[src/rtl/count_readout_serializer.sv]
// count_readout_serializer
// Snapshots NCH channel counters on request, optionally pulses a clear back to
// the counters, and streams the frame {HDR, ch0 MSB..LSB, ..., chN-1 MSB..LSB}
// one byte per accepted valid/ready transfer.
// Optional build macro: READOUT_CHECKSUM_EN appends an XOR checksum byte that
// covers every snapshot byte (the header is excluded).
module count_readout_serializer #(
  parameter int          NCH = 4,
  parameter int          CW  = 16,
  parameter logic [7:0]  HDR = 8'hA5
) (
  input  logic              clk,
  input  logic              rst_n,
  input  logic              ena,
  input  logic [NCH*CW-1:0] cnt_in,
  input  logic              start,
  input  logic              clr_en,
  output logic              clr_out,
  output logic [7:0]        dout,
  output logic              dvalid,
  input  logic              dready,
  output logic              busy
);

  localparam int BPC   = CW / 8;
  localparam int NDATA = NCH * BPC;
`ifdef READOUT_CHECKSUM_EN
  localparam int FLEN  = NDATA + 2;
`else
  localparam int FLEN  = NDATA + 1;
`endif
  localparam int IW    = $clog2(FLEN + 1);

  typedef enum logic {
    IDLE = 1'b0,
    SEND = 1'b1
  } state_t;

  state_t              state, state_n;
  logic [IW-1:0]       idx, idx_n;
  logic [NCH*CW-1:0]   snap, snap_n;
  logic [7:0]          dout_n;
  logic                dvalid_n, busy_n, clr_n;
  logic [IW-1:0]       idx_inc;
  logic [7:0]          next_byte;
  logic                last_byte;

  // Pick the byte that follows the current index out of the frozen snapshot.
  always_comb begin
    idx_inc   = idx + IW'(1);
    last_byte = (idx == IW'(FLEN - 1));
    next_byte = 8'h00;
    for (int k = 0; k < NDATA; k++) begin
      if (idx_inc == IW'(k + 1)) begin
        next_byte = snap[((k / BPC) * CW) + ((BPC - 1 - (k % BPC)) * 8) +: 8];
      end
    end
`ifdef READOUT_CHECKSUM_EN
    if (idx_inc == IW'(NDATA + 1)) begin
      next_byte = 8'h00;
      for (int k = 0; k < NDATA; k++) begin
        next_byte = next_byte ^ snap[k*8 +: 8];
      end
    end
`endif
  end

  // Next-state logic; with ena low every register simply holds.
  always_comb begin
    state_n  = state;
    idx_n    = idx;
    snap_n   = snap;
    dout_n   = dout;
    dvalid_n = dvalid;
    busy_n   = busy;
    clr_n    = clr_out;
    if (ena) begin
      clr_n = 1'b0;
      case (state)
        IDLE: begin
          if (start) begin
            snap_n   = cnt_in;
            clr_n    = clr_en;
            idx_n    = '0;
            dout_n   = HDR;
            dvalid_n = 1'b1;
            busy_n   = 1'b1;
            state_n  = SEND;
          end
        end
        SEND: begin
          if (dready) begin
            if (last_byte) begin
              idx_n    = '0;
              dvalid_n = 1'b0;
              busy_n   = 1'b0;
              state_n  = IDLE;
            end else begin
              idx_n  = idx_inc;
              dout_n = next_byte;
            end
          end
        end
        default: begin
          state_n  = IDLE;
          dvalid_n = 1'b0;
          busy_n   = 1'b0;
        end
      endcase
    end
  end

  // State and registered outputs; reset abandons any partial frame.
  always_ff @(posedge clk or negedge rst_n) begin
    if (!rst_n) begin
      state   <= IDLE;
      idx     <= '0;
      snap    <= '0;
      dout    <= 8'h00;
      dvalid  <= 1'b0;
      busy    <= 1'b0;
      clr_out <= 1'b0;
    end else begin
      state   <= state_n;
      idx     <= idx_n;
      snap    <= snap_n;
      dout    <= dout_n;
      dvalid  <= dvalid_n;
      busy    <= busy_n;
      clr_out <= clr_n;
    end
  end

endmodule

[config.mk]
export PLATFORM = sky130hd
export DESIGN_NAME = count_readout_serializer
export DESIGN_NICKNAME = d
export VERILOG_FILES = /design/src/rtl/count_readout_serializer.sv
export SDC_FILE = /design/constraint.sdc
export NUM_CORES = 1
export LEC_CHECK = 0
export BUFFER_PORTS_ARGS = -buffer_cell sky130_fd_sc_hd__buf_2
export CORE_MARGIN = 4
export CORE_UTILIZATION = 30
export CTS_BUF_LIST = sky130_fd_sc_hd__clkbuf_2
export DETAILED_ROUTE_END_ITERATION = 10
export PLACE_DENSITY = 0.59
export SLEW_MARGIN = 0
export SYNTH_ARGS = -nofsm -noshare
export SYNTH_HDL_FRONTEND = slang
export SYNTH_SLANG_ARGS = --single-unit
export TNS_END_PERCENT = 20
[constraint.sdc]
create_clock -name clk -period 2.2 [get_ports clk]
set_input_delay 0.22 -clock clk [delete_from_list [all_inputs] [get_ports clk]]
set_output_delay 0.22 -clock clk [all_outputs]
set_load 0.01 [all_outputs]
-- Word level (Yosys, flattened, before mapping)
Cells that the tools add are included.
- bitwise logic cells: 1
- muxes and demuxes: 26
- add/subtract/negate cells: 1
- eq/ne operators: 13
- reductions and logical operators: 4
- operators with widths (operator ; count):
    8-bit two-way mux ; 11
    4-bit by 3-bit == test with 1-bit output (second input constant) ; 4
    8-bit one-hot mux with 2 select lines ; 1
    4-bit two-way mux ; 3
    4-bit by 2-bit == test with 1-bit output (second input constant) ; 2
    4-bit == test (second input constant) ; 2
    1-bit two-way mux ; 8
    4-bit one-hot mux with 2 select lines ; 1
    4-bit AND reduction ; 2
    2-bit inequality test (second input constant) ; 3
    3-bit AND reduction ; 2
    4-bit by 1-bit adder with 4-bit output (second input constant) ; 1
    4-bit by 1-bit == test with 1-bit output (second input constant) ; 1
    1-bit one-hot mux with 2 select lines ; 2
    2-bit by 1-bit inequality test with 1-bit output (second input constant) ; 1
    1-bit inverter ; 1
- bits of input ports: 70
- register bits: 79
- output and inout port bits: 11

-- Longest topological paths before layout
Gate-level depths: netlist of run 1.
- depth after elaboration: 13
- mapped depth: 9
- depth with buffers taken out: 7

-- Worst setup path after synthesis of run 1
Ideal clock, no wire load.
- path type: flip-flop to flip-flop
- from: reg idx[0]
- to: reg dout[2]
- buffers on the path: 0
- setup time: 0.123 ns
- clock period less this slack: 1.964 ns
- slack: 0.236 ns
- arrival time: 1.841 ns
- cell stages (with the launch flop): 7
- cell sequence: dfrtp_1 > ha_1 > nor3b_4 > a41oi_2 > nor2b_1 > a221o_1 > o221a_1
- cells in the longest elaborated chain, start to end: 13
- ends and longest elaborated chain (element ; line ; source):
    start: declaration ; 40 ; logic [IW-1:0] idx, idx_n;
    start signal: assignment ; 125 ; idx <= idx_n;
    4-bit by 1-bit adder with 4-bit output ; 50 ; idx_inc = idx + IW'(1);
    4-bit by 1-bit == test with 1-bit output ; 54 ; if (idx_inc == IW'(k + 1)) begin
    8-bit two-way mux (8 in series) ; 54 ;
    8-bit two-way mux ; 93 ; if (last_byte) begin
    8-bit two-way mux ; 92 ; if (dready) begin
    8-bit one-hot mux with 2 select lines ; 79 ; case (state)
    end signal: assignment ; 127 ; dout <= dout_n;
    end: declaration ; 19 ; output logic [7:0] dout,
Parallel ways exist; a longest one is shown, timed or not. The select of a mux whose other input is x is not followed.
A chain may end at the register's enable or synchronous reset.

-- Worst setup path after layout of run 1
- from: reg idx[0]
- to: reg dout[5]
The elaborated chain is that of the path after synthesis.

==> results of run 1 <==
[timing repair]
action,4_1_cts,5_1_grt
gates resized for setup,0,2
hold buffers,69,0
setup endpoints to repair,0,5
setup buffers,0,1
hold endpoints to repair,115,0
[worst max path at each step]
| stage | cells after the start | to | slack (ns) | from |
|---|---|---|---|---|
| floorplan | 6 | dout[2] | 0.24 | idx[0] |
| global placement | 6 | dout[7] | 0.24 | idx[0] |
| detailed placement | 6 | dout[0] | 0.18 | idx[1] |
| CTS | 6 | dout[0] | 0.12 | idx[1] |
| global route | 7 | dout[0] | 0.04 | idx[0] |
| finish | 6 | dout[5] | 0.19 | idx[0] |
[per-layer routing]
metal | vias to the layer above | part of all wire | global-route usage
met1 | 1674 | 0.43 | 0.2069
met2 | 92 | 0.51 | 0.2763
met3 | 21 | 0.040 | 0.03695
met4 | 0 | 0.025 | 0.06657
met5 | - | 0 | 0
li1 | 1789 | - | -
[cells in the mapped netlist (all sizes together)]
master / instances
xor2: 1
a41oi: 1
nand2: 189
o221a: 3
a32oi: 4
a21oi: 31
nor2: 13
ha: 5
o21ai: 25
buf: 11
clkbuf: 17
o221ai: 4
dfrtp: 79
nand3b: 3
or2: 1
nand3: 2
o22ai: 1
and3: 1
nor3: 1
o2bb2ai: 1
nand2b: 11
a41o: 1
o22a: 3
mux2i: 1
a21o: 1
o31ai: 1
a221o: 4
a221oi: 1
nor3b: 2
a222oi: 4
a21bo: 1
inv: 14
nor2b: 3
a32o: 5
a22o: 1
a211oi: 1
[worst register-to-register path, cell delays in order, from the launching register on]
cell and delay [ns]:
dfrtp_2 0.49, buf_4 0.16, a21bo_4 0.23, and3_1 0.16, a221o_1 0.36, a221o_1 0.29
o221a_1 0.22
[final cells by class]
| cell class | count | area [µm²] |
|---|---|---|
| antenna | 1 | 2.502 |
| inverter | 14 | 52.55 |
| clock inverter | 5 | 72.57 |
| clock buffer | 11 | 55.05 |
| timing repair buffer | 169 | 1256 |
| tap | 168 | 210.2 |
| fill | 1248 | 6908 |
| multi-input combinational | 326 | 1677 |
| sequential | 79 | 1978 |
[power by group through the flow]
stage	Combinational, mW	Sequential (mW)	Clock [mW]
detailed placement	2.10	2.40	0
global placement	2.06	2.39	0
CTS	2.21	2.37	0.889
finish	2.22	2.37	0.872
floorplan	1.48	2.26	0
global route	2.49	2.43	0.968
[stage by stage]
step                worst slack [ns]    util  total power [mW]  instances
floorplan                     0.2363       -             3.732        447
global placement              0.2387  0.3662             4.451        686
detailed placement            0.1826  0.3662             4.500        686
CTS                           0.1226  0.4332             5.464        771
global route                 0.04162  0.4343             5.889        773
finish                        0.1912  0.4343             5.460        773
[registers in the layout (all words and copies together) (netlist names)]
name     cells
dout         8
busy         1
snap        64
state        1
idx          4
clr_out      1
[cells by family (layout without fill, tap and decap cells)]
kind of cell	after synthesis	after routing	share of synthesized area
buf+inv	42	199	0.04556
xor+xnor	1	1	0.002295
mux	1	1	0.002622
compound gates	93	93	0.1691
flops	79	79	0.5179
fa+ha+maj	5	5	0.01639
simple gates	226	226	0.2462
other cells	0	1	0
==> flow_metrics.py, run 1 <==
metrics = {
    "timing": {
        "max_slew_margin": 0.5937,
        "rsz0062_at_grt": "false",
        "worstMarginPinSlew_ns": 0.6031,
        "maxSlewViolCount": 0,
        "setup_tns_ns": 0,
        "setup_viol": 0,
        "min_period_over_period": 0.9131,
        "hold_violations": 0,
        "fin_skew_ns": 0.03140,
        "fmax_mhz": 497.8,
        "hold_slack_ns": 0.1240,
        "fin_crit_ns": 2.009,
    },
    "power": {
        "power.internal_mw": 3.356,
        "clkPwrFrac": 0.160,
        "ir_worst_vdd_v": 0.0003173,
        "seq_power_share": 0.434,
        "leakage_nw": 2.635,
        "switching_share": 0.3854,
        "powerDensity_nw_per_um2": 1030,
        "pwr-share-comb": 0.406,
        "p_sw_mw": 2.104,
    },
    "route": {
        "first_pass_iters": 5,
        "vias": 3576,
        "wl_per_cell_um": 14.59,
        "vias_per_cell": 4.626,
        "routed_wl_um": 11280,
        "ant_nets": 0,
        "drcViolationCount": 0,
        "first_iter_violations": 211,
    },
    "global_routing": {
        "antenna_found_initial": 1,
        "grt_max_degree": 38,
        "grt.overflow.total": 0,
        "grt_usage": 0.1652,
        "grt_pass1_vias": 3736,
        "grt_pass1_wl_um": 18770,
    },
    "critical_path": {
        "r2r_cells": 6,
        "critPathCaptureType": "flip-flop",
        "critPathMaxFanout": 7,
        "crit_required_ns": 2.67,
        "cpPeakStageDelay_ns": 0.49,
        "crit_arrival_ns": 2.48,
        "slowest_stage": "dfrtp_2",
        "rrSetupSlack_ns": 0.19,
        "setup.worst_path.class": "reg -> reg",
        "r2r-start": "idx[0]",
        "cp_num_buf_inv": 1,
        "cp-start-kind": "flip-flop",
        "timing.critical_path.mode_cell": "a221o_1",
        "r2r_end": "dout[5]",
        "crit_chain": "buf_4 > a21bo_4 > and3_1 > a221o_1 > a221o_1 > o221a_1",
        "cpLargestDelayFamily": "compound AO/OA/AOI/OAI gates",
    },
    "place": {
        "gp_congestion": 0.8258,
        "portBuffers": 80,
        "dp_hpwl_um": 8018,
        "dpl_cell_area_um2": 4472,
    },
    "outcome": {
        "outcome": "finished clean",
    },
    "floorplanning": {
        "core_um2": 12210,
        "ios": 81,
        "dieWidth_um": 120.8,
        "start_util": 0.3126,
        "die-area_um2": 14590,
        "die_h_um": 120.8,
        "rows": 40,
    },
    "logic_synthesis": {
        "ys_types": 42,
        "syn_nets": 522,
        "yosysTopAreaCellShare": 0.5179,
        "synthesis.area_um2": 3817,
        "yosys_warnings": 0,
        "ys_seq_area_frac": 0.5179,
        "syn_inst": 447,
        "synth_area_leaders": "dfrtp_1 (52%), nand2_1 (19%), a21oi_1 (4.1%)",
        "ys_ff_latch": 79,
        "syn_avg_cell_area_um2": 8.540,
        "yosysTopAreaCell": "dfrtp_1",
    },
    "finish": {
        "postLayoutCellArea_um2": 5304,
        "drive_above_1_share": 0.2086,
        "area_growth_pct": 38.94,
        "final_common_cell": "nand2_1",
        "most-common-layout-cells": "nand2_1 (189), buf_2 (79), dfrtp_1 (78)",
        "nets": 674,
    },
    "clock_network": {
        "insertion_delay_ns": 0.57,
        "clockBufferDepth": 2,
        "cts_buffers": 9,
        "path_clk_slew_ns": 0.22,
        "cts_sinks": 79,
        "root_buffer": "clkbuf_2",
        "htreeDepth": 3,
        "cts_tree": "built",
    },
    "worst_hold_path": {
        "holdCritPathClass": "in -> async",
    },
    "run": {
        "drv_cap": 0,
    },
}
(Power assumes the default switching activity.)
==> run 2: changes to the inputs <==
==> constraint.sdc (replaced) <==
create_clock -name clk -period 2.2 [get_ports clk]
set_input_delay 0.11 -clock clk [delete_from_list [all_inputs] [get_ports clk]]
set_output_delay 0.11 -clock clk [all_outputs]
set_load 0.01 [all_outputs]
==> flow_metrics.py, run 2 (synthesis gave the netlist of run 1 again) <==
metrics = {
    "floorplanning": {
        "dieWidth_um": 120.8,
        "core_um2": 12210,
        "rows": 40,
        "ios": 81,
        "start_util": 0.3126,
        "die-area_um2": 14590,
        "die_h_um": 120.8,
    },
    "critical_path": {
        "cp-start-kind": "flip-flop",
        "cp-startpoint": "idx[0]",
        "setup.worst_path.class": "reg -> reg",
        "crit_required_ns": 2.65,
        "critPathCaptureType": "flip-flop",
        "r2r-start": "idx[0]",
        "critPathMaxFanout": 10,
        "crit_arrival_ns": 2.53,
    },
    "route": {
        "vias_per_cell": 4.690,
        "ant_nets": 0,
        "first_iter_violations": 205,
        "routed_wl_um": 10960,
        "vias": 3616,
        "wl_per_cell_um": 14.22,
        "drcViolationCount": 0,
        "first_pass_iters": 4,
    },
    "timing": {
        "rsz0062_at_grt": "false",
        "max_slew_margin": 0.5988,
        "setup_tns_ns": 0,
        "setup_viol": 0,
        "fmax_mhz": 479.4,
        "fin_skew_ns": 0.01347,
        "maxSlewViolCount": 0,
        "worst_slack_ns": 0.1139,
        "hold_slack_ns": 0.09912,
        "worstMarginPinSlew_ns": 0.5955,
        "fin_crit_ns": 2.086,
        "hold_violations": 0,
        "min_period_over_period": 0.9482,
    },
    "finish": {
        "fill_cells": 1228,
        "nets": 672,
        "area_growth_pct": 38.45,
        "final_common_cell": "nand2_1",
        "fin_cells": 771,
        "register_area_um2": 1977,
        "most-common-layout-cells": "nand2_1 (189), dfrtp_1 (79), buf_2 (79)",
        "postLayoutCellArea_um2": 5285,
        "multi_input_area_um2": 1677,
        "reg.largest.list": "snap: 64 flops, dout: 8 flops, idx: 4 flops",
        "largest_register_ffs": 64,
        "drive_above_1_share": 0.2010,
        "final_util": 0.4328,
        "largest-register": "snap",
    },
    "clock_network": {
        "cts_tree": "built",
        "cts_sinks": 79,
        "htreeDepth": 3,
        "root_buffer": "clkbuf_2",
        "insertion_delay_ns": 0.54,
        "clockBufferDepth": 2,
        "cts_buffers": 9,
        "path_clk_slew_ns": 0.19,
        "cts_setup_buffers": 0,
    },
    "power": {
        "leakage_nw": 2.621,
        "power.internal_mw": 3.336,
        "finalPower_mw": 5.430,
        "pwr-share-comb": 0.407,
        "seq_power_share": 0.436,
        "switching_share": 0.3857,
        "powerDensity_nw_per_um2": 1027,
        "ir_worst_vdd_v": 0.0002756,
        "p_sw_mw": 2.094,
        "clkPwrFrac": 0.157,
    },
    "place": {
        "dpl_cell_area_um2": 4464,
        "gp_congestion": 0.8399,
        "place_ws_ns": 0.1620,
        "dp_hpwl_um": 7794,
        "dp_cells": 685,
        "portBuffers": 80,
    },
    "global_routing": {
        "grt_usage": 0.1563,
        "grt_max_degree": 80,
        "grt.overflow.total": 0,
        "grt_pass1_wl_um": 17920,
        "antenna_found_initial": 1,
        "grt_pass1_vias": 3709,
    },
    "outcome": {
        "outcome": "finished clean",
    },
    "run": {
        "drv_cap": 0,
    },
    "worst_hold_path": {
        "holdCritPathClass": "in -> async",
    },
}
==> run 2: path summary, 6_finish.rpt <==
path	slack (ns)	depth (start not counted)	to
setup / recovery	0.11	6	dout[2]
hold / removal	0.1	3	snap[29]
setup reg to reg	0.11	6	dout[2]
hold reg to reg	0.50	2	snap[27]
max in group asynchronous	1.75	3	idx[1]
min in group clk	0.10	4	idx[3]
==> run 2: power groups by stage <==
stage / clock [mW] / combinational, mW / sequential, mW
2_1_floorplan: 0 / 1.48 / 2.26
3_3_place_gp: 0 / 2.06 / 2.39
3_5_place_dp: 0 / 2.10 / 2.40
4_1_cts: 0.873 / 2.21 / 2.37
5_1_grt: 0.931 / 2.48 / 2.42
6_report: 0.851 / 2.21 / 2.37
==> run 2: what timing repair did <==
action,in CTS,in global routing
hold buffers,69,0
resized for setup,0,1
endpoints found under the setup margin,0,2
endpoints found under the hold margin,145,0
==> run 2: critical path: stages (launching register included) <==
cell,delay (ns)
dfrtp_1,0.50
ha_1,0.22
nor3b_4,0.44
a41oi_2,0.13
buf_4,0.21
nand3b_1,0.22
o221a_1,0.28
==> run 2: area by class of cell <==
class,count,share of cell area
Clock buffer,10,0.009470
Inverter,14,0.009943
Multi-Input combinational cell,326,0.3172
Antenna cell,1,0.0004735
Tap cell,168,0.03977
Timing Repair Buffer,167,0.2348
Clock inverter,6,0.01420
Sequential cell,79,0.3741
==> run 2: layer usage <==
| metal | vias up | routed length (µm) | global-route usage | share of wire |
|---|---|---|---|---|
| li1 | 1787 | - | - | - |
| met3 | 26 | 425 | 0.03835 | 0.039 |
| met5 | - | 0 | 0 | 0 |
| met1 | 1710 | 4816 | 0.1899 | 0.44 |
| met4 | 0 | 340 | 0.07224 | 0.031 |
| met2 | 93 | 5381 | 0.2613 | 0.49 |
==> run 3: changes to the inputs <==
CORE_UTILIZATION = 40   (was 30)
HOLD_SLACK_MARGIN = 0.03   (was default)
PLACE_DENSITY = 0.72   (was 0.59)
==> flow_metrics.py, run 3 (synthesis gave the netlist of run 1 again) <==
metrics = {
    "finish": {
        "final_common_cell": "nand2_1",
        "num_antenna_cells": 0,
        "fill_cells": 848,
        "drive_above_1_share": 0.2043,
        "area_growth_pct": 36.64,
        "most-common-layout-cells": "nand2_1 (189), dfrtp_1 (79), buf_2 (79)",
        "nets": 673,
        "largest-register": "snap",
        "reg.largest.list": "snap: 64 flops, dout: 8 flops, idx: 4 flops",
        "multi_input_area_um2": 1677,
        "largest_register_ffs": 64,
        "register_area_um2": 1977,
    },
    "clock_network": {
        "htreeDepth": 3,
        "cts_setup_buffers": 0,
        "cts_sinks": 79,
        "cts_tree": "built",
        "path_clk_slew_ns": 0.21,
        "clockBufferDepth": 2,
        "insertion_delay_ns": 0.51,
        "cts_buffers": 9,
        "root_buffer": "clkbuf_2",
    },
    "critical_path": {
        "cp-start-kind": "flip-flop",
        "r2r_end": "dout[2]",
        "r2r-start": "idx[0]",
        "crit_arrival_ns": 2.51,
        "critPathMaxFanout": 10,
        "rrSetupSlack_ns": 0.16,
        "r2r_cells": 6,
        "critPathCaptureType": "flip-flop",
        "setup.worst_path.class": "reg -> reg",
        "crit_required_ns": 2.67,
    },
    "power": {
        "leakage_nw": 2.612,
        "finalPower_mw": 5.329,
        "powerDensity_nw_per_um2": 1022,
        "ir_worst_vdd_v": 0.0003511,
    },
    "floorplanning": {
        "ios": 81,
        "die_h_um": 105.7,
        "dieWidth_um": 105.7,
        "core_um2": 9284,
        "rows": 35,
        "die-area_um2": 11170,
        "start_util": 0.4112,
    },
    "route": {
        "first_iter_violations": 259,
        "drcViolationCount": 0,
        "vias": 3684,
        "first_pass_iters": 9,
        "ant_nets": 0,
        "wl_per_cell_um": 14.50,
        "routed_wl_um": 10600,
        "vias_per_cell": 5.040,
    },
    "timing": {
        "worstMarginPinSlew_ns": 0.6733,
        "hold_violations": 0,
        "max_slew_margin": 0.5464,
        "fin_crit_ns": 2.043,
        "fmax_mhz": 489.6,
        "rsz0062_at_grt": "false",
        "setup_viol": 0,
        "fin_skew_ns": 0.02066,
        "maxSlewViolCount": 0,
        "setup_tns_ns": 0,
        "min_period_over_period": 0.9284,
    },
    "global_routing": {
        "grt.overflow.total": 0,
        "antenna_found_initial": 0,
        "grt_pass1_wl_um": 17230,
        "grt_max_degree": 44,
        "grt_usage": 0.1944,
        "grt_pass1_vias": 3631,
    },
    "place": {
        "dp_hpwl_um": 7416,
        "portBuffers": 80,
        "gp_congestion": 0.8647,
    },
    "outcome": {
        "outcome": "finished clean",
    },
    "worst_hold_path": {
        "holdCritPathClass": "in -> async",
    },
    "run": {
        "drv_cap": 0,
    },
}
run 3: changes by cell type in the layout (fill, tap and decap cells not counted):
cell / change
clkinv_1: -2
buf_4: +1
bufinv_16: -1
clkinv_2: +1
clkinvlp_4: +1
diode_2: -1
run 3: routing by layer:
metal  global-route usage  vias up  part of all wire
met5                    0        -                 0
met4              0.07678        0             0.032
met3              0.04409       33             0.052
met2               0.3251      138              0.48
met1               0.2441     1724              0.43
li1                     -     1789                 -
run 3: per-stage QoR:
| step | hold slack, ns | instances | setup slack (ns) | instance area, µm² | util |
|---|---|---|---|---|---|
| after floorplan | -0.1856 | 447 | 0.2363 | 3817 | - |
| after global placement | 0.1054 | 647 | 0.2388 | 4423 | 0.4764 |
| after detailed placement | 0.1170 | 647 | 0.1628 | 4423 | 0.4764 |
| after CTS | 0.05714 | 731 | 0.1389 | 5214 | 0.5616 |
| after global routing | 0.05845 | 731 | 0.004033 | 5216 | 0.5619 |
| final | 0.06578 | 731 | 0.1575 | 5216 | 0.5619 |
run 3: worst max-delay path by stage:
stage          slack [ns]       to   start
6_report             0.16  dout[2]  idx[0]
3_3_place_gp         0.24  dout[2]  idx[0]
4_1_cts              0.14  dout[2]  idx[1]
3_5_place_dp         0.16  dout[2]  idx[1]
2_1_floorplan        0.24  dout[2]  idx[0]
5_1_grt             0.004  dout[2]  idx[0]
run 3: repair_timing:
action                                  in CTS  in global routing
hold buffers                                69                  0
resized for setup                            0                  1
endpoints found under the hold margin      145                  0
endpoints found under the setup margin       0                  1
run 3: layout make-up:
class,count,share of cell area
Clock buffer,10,0.009595
Multi-Input combinational cell,326,0.3214
Timing Repair Buffer,168,0.2394
Clock inverter,5,0.009595
Inverter,14,0.01007
Tap cell,129,0.03094
Sequential cell,79,0.3790
run 3: critical path: stages, from the launching register on:
cell and delay [ns]:
dfrtp_1 0.48, ha_1 0.24, nor3b_4 0.42, a41oi_2 0.12, nand2b_1 0.31, a21oi_1 0.21, o221a_1 0.21
run 3: where the power goes:
group	internal (mW)	switching (mW)
clock	0.252	0.484
sequential	1.96	0.397
combinational	1.02	1.21
